### src/rtl/seq_detector_param.sv
// seq_detector_param
//   Serial pattern detector with a run-time selectable pattern, length and
//   overlap mode. It keeps a MAX_LEN-bit shift history of accepted bits and a
//   saturating fill count. A match raises z for one cycle, registered, in the
//   cycle after the accepting edge.
//
// Parameters
//   MAX_LEN   maximum pattern length in bits (2..16)
//   CNT_W     match counter width in bits (1..32)
//
// Ports
//   clk        rising-edge clock
//   rst_n      asynchronous active-low reset
//   en         x is accepted on an edge only when en=1
//   x          serial data bit
//   clr        synchronous clear of history, fill count, z and match_cnt;
//              it wins over en, and the bit presented with it is dropped
//   pattern    target sequence; pattern[len-1] is the oldest bit, pattern[0]
//              the newest
//   len        active pattern length; 0, 1 or >MAX_LEN never matches
//   overlap    1 = overlapping detection, 0 = restart after each match
//   z          one-cycle match pulse (registered)
//   match_cnt  saturating match count
//
// Build option
//   SEQ_DETECTOR_MATCH_CNT_EN  when defined, the match counter is built.
//                              Otherwise match_cnt is tied to 0 and no
//                              counter flops exist.

module seq_detector_param #(
  parameter int MAX_LEN = 8,
  parameter int CNT_W   = 8
) (
  input  logic               clk,
  input  logic               rst_n,
  input  logic               en,
  input  logic               x,
  input  logic               clr,
  input  logic [MAX_LEN-1:0] pattern,
  input  logic [4:0]         len,
  input  logic               overlap,
  output logic               z,
  output logic [CNT_W-1:0]   match_cnt
);

  localparam logic [4:0] FILL_MAX = 5'(MAX_LEN);

  logic [MAX_LEN-1:0] hist_q;
  logic [MAX_LEN-1:0] hist_nxt;
  logic [MAX_LEN-1:0] len_mask;
  logic [4:0]         fill_q;
  logic [4:0]         fill_nxt;
  logic               len_ok;
  logic               match;
  logic               z_q;

  // The match is judged on the history as it will be after this edge, with
  // the incoming bit included. That way a pattern completes on the edge
  // that accepts its last bit.
  always_comb begin
    hist_nxt = {hist_q[MAX_LEN-2:0], x};
    fill_nxt = (fill_q == FILL_MAX) ? fill_q : fill_q + 5'd1;
    len_ok   = (len >= 5'd2) && (len <= FILL_MAX);
    len_mask = '0;
    for (int i = 0; i < MAX_LEN; i++) begin
      len_mask[i] = (5'(i) < len);
    end
    match = en && !clr && len_ok && (fill_nxt >= len) &&
            ((hist_nxt & len_mask) == (pattern & len_mask));
  end

  // After a non-overlapping match the history bits are left as they are.
  // Clearing the fill count is enough: it keeps those bits from ever
  // contributing to a later match.
  always_ff @(posedge clk or negedge rst_n) begin
    if (!rst_n) begin
      hist_q <= '0;
      fill_q <= '0;
      z_q    <= 1'b0;
    end else if (clr) begin
      hist_q <= '0;
      fill_q <= '0;
      z_q    <= 1'b0;
    end else begin
      z_q <= match;
      if (en) begin
        hist_q <= hist_nxt;
        fill_q <= (match && !overlap) ? 5'd0 : fill_nxt;
      end
    end
  end

  assign z = z_q;

`ifdef SEQ_DETECTOR_MATCH_CNT_EN
  logic [CNT_W-1:0] cnt_q;

  always_ff @(posedge clk or negedge rst_n) begin
    if (!rst_n) begin
      cnt_q <= '0;
    end else if (clr) begin
      cnt_q <= '0;
    end else if (match && (cnt_q != {CNT_W{1'b1}})) begin
      cnt_q <= cnt_q + 1'b1;
    end
  end

  assign match_cnt = cnt_q;
`else
  assign match_cnt = '0;
`endif

endmodule

### config.mk
export PLATFORM = sky130hd
export DESIGN_NAME = seq_detector_param
export DESIGN_NICKNAME = d
export VERILOG_FILES = /design/src/rtl/seq_detector_param.sv
export SDC_FILE = /design/constraint.sdc
export NUM_CORES = 1
export LEC_CHECK = 0
export BUFFER_PORTS_ARGS = -buffer_cell sky130_fd_sc_hd__buf_2
export CORE_MARGIN = 2
export CORE_UTILIZATION = 46
export DETAILED_ROUTE_END_ITERATION = 16
export HOLD_SLACK_MARGIN = 0.06
export PLACE_DENSITY = 0.74
export SYNTH_ARGS = -nofsm -noshare
export SYNTH_HDL_FRONTEND = slang
export SYNTH_SLANG_ARGS = --single-unit
### constraint.sdc
create_clock -name clk -period 2.4 [get_ports clk]
set_input_delay 0.24 -clock clk [delete_from_list [all_inputs] [get_ports clk]]
set_output_delay 0.24 -clock clk [all_outputs]
set_load 0.05 [all_outputs]
After elaboration in Yosys (flattened, before gate mapping) --
Index checks and enable logic that the tools add are counted.
Word-level totals: bits in registers 13, logic and storage cells 35, input bits 19, output and inout port bits 9
Cells by class: bitwise gates (word level) 2, multiplexer cells 7, add/sub/neg operators 1, order comparisons 11, reductions and logical operators 9, eq/ne operators 2
Operator list (number):
- less-than comparator 3 x 5 -> 1 bit (first input constant) | 4
- two-way mux 5 bit | 4
- AND 8 bit | 2
- two-way mux 7 bit | 2
- less-than comparator 1 x 5 -> 1 bit (first input constant) | 2
- less-than comparator 2 x 5 -> 1 bit (first input constant) | 2
- == test 8 bit | 1
- logical AND 1 bit | 6
- adder 5 x 1 -> 5 bit (second input constant) | 1
- == test 5 x 4 -> 1 bit (second input constant) | 1
- greater-or-equal comparator 5 x 2 -> 1 bit (second input constant) | 1
- greater-or-equal comparator 5 bit | 1
- less-or-equal comparator 5 x 4 -> 1 bit (second input constant) | 1
- logical NOT 1 bit | 2
- nonzero test 2 bit | 1
- two-way mux 1 bit | 1

Longest topological paths before layout --
Gate-level depths: netlist (run 1).
depth in word-level cells 9, depth in mapped cells 12, depth with buffers taken out 12

Worst setup path after synthesis (run 1) --
No wires, ideal clock.
kind flip-flop to flip-flop, start point register fill_q[0], end point register fill_q[0], period minus slack after synthesis 2.304 ns, library setup time 0.082 ns, cell stages (with the launch flop) 13, data arrival time 2.222 ns, slack 0.096 ns, data required time 2.318 ns, path through dfrtp_1 -> inv_1 -> ha_1 -> nand2_1 -> nor3_1 -> xnor2_1 -> ha_1 -> nand2b_1 -> a211oi_1 -> o21ai_1 -> nand4_2 -> nand3_1 -> a31oi_1
On the way: word-level cells in the longest chain between the ends 9, elaborated cells between the ends (all ways) 10
Ends and longest elaborated chain:
- from (decl) | line 51 | logic [4:0] fill_q;
- from (signal assigned) | line 88 | fill_q <= (match && !overlap) ? 5'd0 : fill_nxt;
- adder 5 x 1 -> 5 bit / == test 5 x 4 -> 1 bit (equally long branches) | line 62 | fill_nxt = (fill_q == FILL_MAX) ? fill_q : fill_q + 5'd1;
- two-way mux 5 bit * | line 62
- greater-or-equal comparator 5 bit | line 68 | match = en && !clr && len_ok && (fill_nxt >= len) &&
- logical AND 1 bit (2 in a row) | line 68
- logical AND 1 bit | line 88
- two-way mux 5 bit * | line 88
- two-way mux 5 bit * | line 86 | if (en) begin
- two-way mux 5 bit * | line 80 | end else if (clr) begin
Mark *: on every way between the ends. The rest lies on a longest branch, timed or not. The select of a mux whose other input is x is not followed. A chain may end at the register's enable or synchronous reset.

Worst setup path after layout (run 1) --
start point register fill_q[1], end point register fill_q[0]
Same word-level chain as after synthesis.

==> flow_summary.ini, run 1 <==
[grt]
grt_pass1_wl_um = 3290
grt_start_max_net_pins = 19
track_usage_pct = 15.9
antenna_found_initial = 0
grt_overflow = 0
grt_pass1_vias = 780

[floorplanning]
pin_count = 28
rows = 17
core-area_um2 = 2170
die_h_um = 51.7
die-area_um2 = 2670
die_x_um = 51.7
start_util_pct = 48.2

[synth]
synthTopCellsByCount = dfrtp_1 (13), nor2_1 (12), xnor2_1 (10), nand3_1 (9), buf_4 (8)
synth_area_um2 = 1040
synth.distinct_cells = 34
synth_most_common_cell = dfrtp_1
ys_top_cells_by_area = dfrtp_1 (31%), ha_1 (8.4%), xnor2_1 (8.4%)
synth_area_leader_cell = dfrtp_1
async_flop_share_pct = 100
yosysSeqAreaShare_pct = 31.1
yosys.area.top_type_share_pct = 31.1
postSynthAreaPerCell_um2 = 9.25
synth_cells = 113
synth-seq-cells = 13
synth_edf_count = 0
synth_top_flop_cell = dfrtp_1
yosysWarnings = 0

[place]
dp_hpwl_um = 1590
dpl.cell_count = 158
place_congestion = 0.806
numPortBuffers = 19

[detailed_routing]
drt_wl_total_um = 2110
firstDrtPassIters = 3
first_iter_violations = 6
ant_nets = 0
num_vias = 864
wl_per_cell_um = 12.7
drcViolationCount = 0
viasPerCell = 5.17

[worst_setup_path]
worstSetupPathType = reg -> reg
slowest_stage = dfrtp_1
critPathBufInv = 3
arrival_ns = 2.45
crit_chain = inv_1 > ha_2 > nand2_1 > nor3_2 > buf_4 > buf_4 > nor2_1 > ha_1 > o21ai_1 > o21ai_2 > nand4_4 > nand3_2 > a31oi_1
crit_path_frequent_cell = buf_4
slowest_delay_ns = 0.41
crit_path_max_fanout = 6
critPathTopFamily = simple AND/OR/NAND/NOR gates
cp-start-kind = register
end_kind = register
critPathRequiredTime_ns = 2.55

[clock_tree]
clkTransAtPathRegs_ns = 0.07
htree_levels = 1
clkSinkCount = 13
tritoncts = done
root_buffer = clkbuf_4
clk_path_buf_depth = 2
cts_made_buffers = 3
worstSkewPairLatency_ns = 0.27

[finish]
final_net_count = 166
layout.cells.non_filler = 167
fillCellCount = 209
n_antenna_cell = 0
final_util_pct = 58.5
drive_gt1_share_pct = 33.1
area_growth_syn_to_layout_pct = 21.4

[run_status]
status = finished clean

[timing]
slew_violations = 0
fin_crit_sh_pct = 95.7
report.final.setup_viol = 0
hold_ws_ns = 0.289
clock.fmax_mhz = 435
hold_violations = 0
skew_ns = 0.00280
fin_crit_ns = 2.30

[power]
leakagePower_uw = 0.000587
powerDensity_nw_per_um2 = 396
max-vdd-ir-drop_v = 0.000388
fin_total_pwr_uw = 502

[job]
drv_cap = 0

[min_path]
hold_class = in -> reg
-- what timing repair did --
item                                    4_1_cts  5_1_grt
hold endpoints to repair                     13        0
hold buffers                                  1        0
endpoints found under the setup margin        0        5
resized for setup                             0       14
buffers inserted                              0        4
-- layout by cell type (no fill, tap or decap), types with 6 or more instances in the layout --
cell type  instances
ha_1               6
buf_4              6
buf_2             19
dfrtp_1           13
conb_1             8
inv_1              6
nor2_1            12
nand3_2            6
xnor2_1           10
mux2i_1            7
nand2b_1           6
-- path summary, 6_finish.rpt --
path,from,slack (ns),cells after the start,endpoint
max in group asynchronous,rst_n,1.79,2,fill_q[2]
setup reg to reg,fill_q[1],0.10,13,fill_q[0]
hold / removal,clr,0.29,2,fill_q[3]
hold reg to reg,hist_q[6],0.55,2,hist_q[6]
setup / recovery,fill_q[1],0.10,13,fill_q[0]
min in group asynchronous,rst_n,0.39,2,hist_q[2]
-- power by group --
part	leakage, µW	switching (µW)	internal, µW
clock network	0.0000150	66.7	64.3
logic	0.000392	89.7	54.3
registers	0.000179	4.25	223
-- cell type report --
cell class | count | area (µm²) | share of cell area, %
multi-input cells | 89 | 706 | 55.6
repair buffers | 26 | 150 | 11.8
clock buffers | 4 | 26.3 | 2.07
inverters | 7 | 26.3 | 2.07
well taps | 28 | 35.0 | 2.76
flip-flops and latches | 13 | 325 | 25.6
-- metrics by stage --
step,TNS [ns],cell area [µm²],worst slack (ns)
3_3_place_gp,0,1140,0.131
3_5_place_dp,0,1140,0.0829
6_report,0,1270,0.102
5_1_grt,-0.207,1270,-0.0582
4_1_cts,0,1180,0.0553
2_1_floorplan,0,1070,0.0962
-- sequential cells by signal, summed over array words and instances (netlist names) --
name,cells
hist_q,7
fill_q,5
z,1
-- kinds of logic after synthesis --
family	Yosys count	synth area share [%]
other	1	0.359
multiplexers	7	6.71
AO/OA/AOI/OAI	17	11.1
buffers and inverters	18	9.46
flip-flops	13	31.1
AND/OR/NAND/NOR	38	20.2
adder cells (fa/ha/maj)	7	8.38
XOR/XNOR	12	12.6
-- routing by layer --
layer / up-vias / global-route usage [%] / routed length, µm
met4: 0 / 5.26 / 33
met1: 407 / 21.4 / 920
met2: 22 / 27.1 / 1080
met3: 4 / 1.15 / 76
met5: - / 0 / 0
li1: 431 / - / -
Note: power is estimated with default switching activity, not from simulation.
==> run 2: changes to the inputs <==
--- a/config.mk
+++ b/config.mk
@@ -5,12 +5,13 @@
 export SDC_FILE = /design/constraint.sdc
 export NUM_CORES = 1
 export LEC_CHECK = 0
+export ABC_AREA = 1
 export BUFFER_PORTS_ARGS = -buffer_cell sky130_fd_sc_hd__buf_2
 export CORE_MARGIN = 2
-export CORE_UTILIZATION = 46
+export CORE_UTILIZATION = 45
 export DETAILED_ROUTE_END_ITERATION = 16
 export HOLD_SLACK_MARGIN = 0.06
-export PLACE_DENSITY = 0.74
+export PLACE_DENSITY = 0.72
 export SYNTH_ARGS = -nofsm -noshare
 export SYNTH_HDL_FRONTEND = slang
 export SYNTH_SLANG_ARGS = --single-unit
==> flow_summary.ini, run 2 <==
[run_status]
status = finished clean

[detailed_routing]
first_iter_violations = 31
drt_wl_total_um = 2190
wl_per_cell_um = 10.7
ant_nets = 0
drcViolationCount = 0
firstDrtPassIters = 4
viasPerCell = 4.81
num_vias = 981

[grt]
antenna_found_initial = 0
grt_pass1_vias = 968
grt_pass1_wl_um = 3860
grt_start_max_net_pins = 14
track_usage_pct = 18.7
grt_overflow = 0

[floorplanning]
rows = 17
pin_count = 28
die_x_um = 53.3
core-area_um2 = 2250
die-area_um2 = 2840
start_util_pct = 48.5
die_h_um = 53.3

[clock_tree]
post_cts_buffers = 0
worstSkewPairLatency_ns = 0.27
cts-resized-gates = 0
htree_levels = 1
root_buffer = clkbuf_4
cts_made_buffers = 3
clkSinkCount = 13
clkTransAtPathRegs_ns = 0.08
tritoncts = done
hold_buffers = 1
clk_path_buf_depth = 2

[worst_setup_path]
critPathBufInv = 3
critPathTopFamily = simple AND/OR/NAND/NOR gates
critPathRequiredTime_ns = 2.57
cp-start-kind = register
slowest_delay_ns = 0.41
end_kind = register
r2r_start = fill_q[0]
worstReg2RegEnd = fill_q[0]
crit_path_start = fill_q[0]
reg2regPathDepth = 16
arrival_ns = 2.22
slowest_stage = dfrtp_1
cp.depth = 16
reg2reg_setup_slack_ns = 0.34
crit_path_max_fanout = 5
setup.worst_path.end = fill_q[0]
worstSetupPathType = reg -> reg
crit_chain = ha_1 > nand2_1 > inv_1 > nand2_1 > xor2_1 > inv_1 > ha_1 > nand2_1 > inv_2 > nand2_1 > nand2_1 > nand2_2 > nor2_4 > nand3_4 > nand2_1 > nand2_1
crit_path_frequent_cell = nand2_1

[power]
p_comb_share_pct = 26.9
power_frac_seq_pct = 46.0
p_int_uw = 330
p_sw_share_pct = 33.5
leakagePower_uw = 0.000699
p_sw_uw = 166
powerDensity_nw_per_um2 = 406
max-vdd-ir-drop_v = 0.000262
p_clk_share_pct = 27.1

[synth]
synthTopCellsByCount = nand2_1 (40), inv_1 (28), nor2_1 (15), dfrtp_1 (13), buf_4 (8)
synth.distinct_cells = 24
async_flop_share_pct = 100
synth_most_common_cell = nand2_1
yosys.area.top_type_share_pct = 29.7
synth-seq-cells = 13
synth_cells = 154
postSynthAreaPerCell_um2 = 7.10
yosysSeqAreaShare_pct = 29.7
yosysWarnings = 0
synth_area_leader_cell = dfrtp_1
synth_area_um2 = 1090
synth_edf_count = 0
synth_top_flop_cell = dfrtp_1
ys_top_cells_by_area = dfrtp_1 (30%), nand2_1 (14%), inv_1 (9.6%)

[finish]
area_growth_syn_to_layout_pct = 11.8
top_register = hist_q
final_net_count = 203
layout_commonest_cell = nand2_1
final_cell_mix = nand2_1 (40), inv_1 (28), buf_2 (19)
drive_gt1_share_pct = 21.0
largest_register_ffs = 7
n_antenna_cell = 0
final_util_pct = 54.2

[timing]
fin_crit_sh_pct = 85.6
slew_violations = 0
hold_violations = 0
report.final.setup_viol = 0
fin_crit_ns = 2.06
fin_setup_tns_ns = 0
skew_ns = 0.00330
hold_ws_ns = 0.236
clock.fmax_mhz = 486
rsz0062_at_grt = false

[place]
place_congestion = 0.772
dp_hpwl_um = 1810
numPortBuffers = 19

[min_path]
hold_class = in -> reg

[job]
drv_cap = 0
## run 2: cell count changes after synthesis, moves of 4 or more
cell,change
inv_1,+21
mux2i_1,-7
nand2_1,+38
nand2_2,+5
nand2b_1,-6
nand3_2,+4
o22ai_1,+6
xnor2_1,-9
xor2_1,+5
## run 2: power groups by stage
stage                     Sequential [µW]  Combinational [µW]  Clock, µW
final                                 228                 134        134
after global routing                  229                 149        149
after CTS                             228                 134        138
after detailed placement              233                 132          0
after global placement                232                 128          0
after floorplan                       232                 104          0
## run 2: logic make-up (layout without fill, tap and decap cells)
group | count (synthesis) | in the layout | synth area share [%]
flops | 13 | 13 | 29.7
xor+xnor | 6 | 6 | 4.81
buf+inv | 38 | 53 | 15.8
other cells | 1 | 8 | 0.343
simple gates | 78 | 78 | 34.6
compound gates | 11 | 11 | 6.75
fa+ha+maj | 7 | 7 | 8.01
## run 2: metal layers
| metal | global-route usage [%] | vias up | share of wire [%] |
|---|---|---|---|
| met2 | 30.9 | 26 | 46 |
| met1 | 24.1 | 453 | 48 |
| met3 | 1.98 | 4 | 4.5 |
| met5 | 0 | - | 0 |
| met4 | 8.97 | 0 | 1.3 |
| li1 | - | 498 | - |
## run 2: worst min-delay path by stage
stage	endpoint	startpoint	depth (start not counted)
after floorplan	fill_q[0]	rst_n	0
after global placement	hist_q[3]	rst_n	1
after detailed placement	hist_q[2]	rst_n	1
after CTS	hist_q[0]	x	3
after global routing	hist_q[0]	en	3
final	hist_q[0]	x	3
## run 2: metrics by stage
| step | setup slack (ns) | cells | power (µW) | instance area (µm²) |
|---|---|---|---|---|
| global placement | 0.425 | 199 | 360 | 1190 |
| floorplan | 0.504 | 161 | 336 | 1120 |
| finish | 0.344 | 204 | 496 | 1220 |
| global route | 0.0644 | 204 | 527 | 1220 |
| CTS | 0.328 | 204 | 500 | 1220 |
| detailed placement | 0.343 | 199 | 365 | 1190 |
## run 2: layout make-up
class	instances	area, µm²
Clock buffer	4	26.3
Fill cell	233	1030
Inverter	29	109
Multi-Input combinational cell	110	622
Sequential cell	13	325
Tap cell	28	35.0
Timing Repair Buffer	20	105
## run 2: worst register-to-register path, delay by kind of cell (launching register included)
kind / cells / cell delay [ns]
flip-flops: 1 / 0.41
XOR/XNOR: 1 / 0.19
buffers and inverters: 3 / 0.14
AND/OR/NAND/NOR: 10 / 0.70
adder cells (fa/ha/maj): 2 / 0.50
==> run 3: changes to the inputs <==
--- a/config.mk
+++ b/config.mk
@@ -11,7 +11,7 @@
 export CORE_UTILIZATION = 45
 export DETAILED_ROUTE_END_ITERATION = 16
 export HOLD_SLACK_MARGIN = 0.06
-export PLACE_DENSITY = 0.72
+export PLACE_DENSITY = 0.7
 export SYNTH_ARGS = -nofsm -noshare
 export SYNTH_HDL_FRONTEND = slang
 export SYNTH_SLANG_ARGS = --single-unit
==> constraint.sdc (replaced) <==
create_clock -name clk -period 2.65 [get_ports clk]
set_input_delay 0.265 -clock clk [delete_from_list [all_inputs] [get_ports clk]]
set_output_delay 0.265 -clock clk [all_outputs]
set_load 0.05 [all_outputs]
==> flow_summary.ini, run 3 (synthesis results as in run 2) <==
[timing]
fin_ws_ns = 0.560
report.final.setup_viol = 0
fin_crit_ns = 2.09
clock.fmax_mhz = 478
rsz0062_at_grt = false
slew_violations = 0
hold_violations = 0
fin_crit_sh_pct = 78.9
skew_ns = 0.00888
hold_ws_ns = 0.272
fin_setup_tns_ns = 0

[place]
dp_slack_ns = 0.567
dp_hpwl_um = 1740
place_congestion = 0.807
numPortBuffers = 19

[detailed_routing]
ant_nets = 0
wl_per_cell_um = 10.5
num_vias = 907
viasPerCell = 4.45
firstDrtPassIters = 4
first_iter_violations = 17
drcViolationCount = 0
drt_wl_total_um = 2150

[finish]
largest_register_ffs = 7
seq_area_um2 = 325
final_util_pct = 54.2
area_growth_syn_to_layout_pct = 11.8
fillCellCount = 227
multi_input_area_um2 = 622
layout_commonest_cell = nand2_1
drive_gt1_share_pct = 21.0
final_net_count = 203
top_register = hist_q
final_cell_mix = nand2_1 (40), inv_1 (28), buf_2 (19)
n_antenna_cell = 0

[worst_setup_path]
critPathRequiredTime_ns = 2.82
end_kind = register
cp-start-kind = register
crit_path_max_fanout = 5
arrival_ns = 2.26
worstSetupPathType = reg -> reg

[job]
drv_cap = 0

[floorplanning]
die_h_um = 53.3
die_x_um = 53.3
pin_count = 28
rows = 17
core-area_um2 = 2250
die-area_um2 = 2840
start_util_pct = 48.5

[clock_tree]
clkTransAtPathRegs_ns = 0.07
cts_made_buffers = 3
htree_levels = 1
clk_path_buf_depth = 2
worstSkewPairLatency_ns = 0.28
clkSinkCount = 13
tritoncts = done
root_buffer = clkbuf_4

[run_status]
status = finished clean

[grt]
track_usage_pct = 18.3
grt_start_max_net_pins = 14
antenna_found_initial = 0
grt_pass1_vias = 901
grt_overflow = 0
grt_pass1_wl_um = 3710

[power]
leakagePower_uw = 0.000699
max-vdd-ir-drop_v = 0.000267
fin_total_pwr_uw = 452
powerDensity_nw_per_um2 = 370

[min_path]
hold_class = in -> reg
## run 3: cell counts in the layout (fill, tap and decap cells not counted)
No cell type changed its count.
## run 3: area by class of cell
class                   instances  share of cell area [%]
repair buffers                 20                    8.60
inverters                      29                    8.90
well taps                      28                    2.87
clock buffers                   4                    2.15
multi-input cells             110                    50.9
flip-flops and latches         13                    26.6
## run 3: critical path, cell delays in order, from the launching register on
cell and delay [ns]:
dfrtp_1 0.41, ha_1 0.23, nand2_1 0.07, inv_1 0.05, nand2_1 0.07, xor2_1 0.19, inv_1 0.06, ha_1 0.29
nand2_1 0.06, inv_2 0.04, nand2_1 0.04, nand2_1 0.07, nand2_2 0.06, nor2_4 0.10, nand3_4 0.09, nand2_1 0.08
nand2_1 0.05
## run 3: worst paths after layout
path	slack, ns	to	from	cells past startpoint
worst min-delay path	0.27	hist_q[0]	en	3
max in group asynchronous	1.98	fill_q[0]	rst_n	2
min in group asynchronous	0.43	hist_q[3]	rst_n	2
worst max register to register	0.56	fill_q[0]	fill_q[0]	16
worst min register to register	0.54	fill_q[1]	fill_q[1]	2
worst max-delay path	0.56	fill_q[0]	fill_q[0]	16
## run 3: timing repair
action / in CTS / in global routing
hold endpoints to repair: 13 / 0
buffers inserted: 0 / 0
hold buffers: 1 / 0
gates resized for setup: 0 / 0
## run 3: metrics by stage
stage / std cells / cell area (µm²)
3_5_place_dp: 199 / 1190
4_1_cts: 204 / 1220
6_report: 204 / 1220
2_1_floorplan: 161 / 1120
5_1_grt: 204 / 1220
3_3_place_gp: 199 / 1190
## run 3: metal layers
| metal | up-vias | part of all wire (%) | global-route usage (%) |
|---|---|---|---|
| li1 | 499 | - | - |
| met1 | 381 | 49 | 24.0 |
| met2 | 25 | 44 | 29.0 |
| met3 | 2 | 5.3 | 2.54 |
| met4 | 0 | 0.74 | 8.97 |
| met5 | - | 0 | 0 |
## run 3: power breakdown
group	total (µW)	switching, µW	internal (µW)	leakage (µW)
Clock	125	66.4	58.4	0.0000150
Sequential	207	4.24	203	0.000179
Combinational	120	82.4	37.9	0.000505
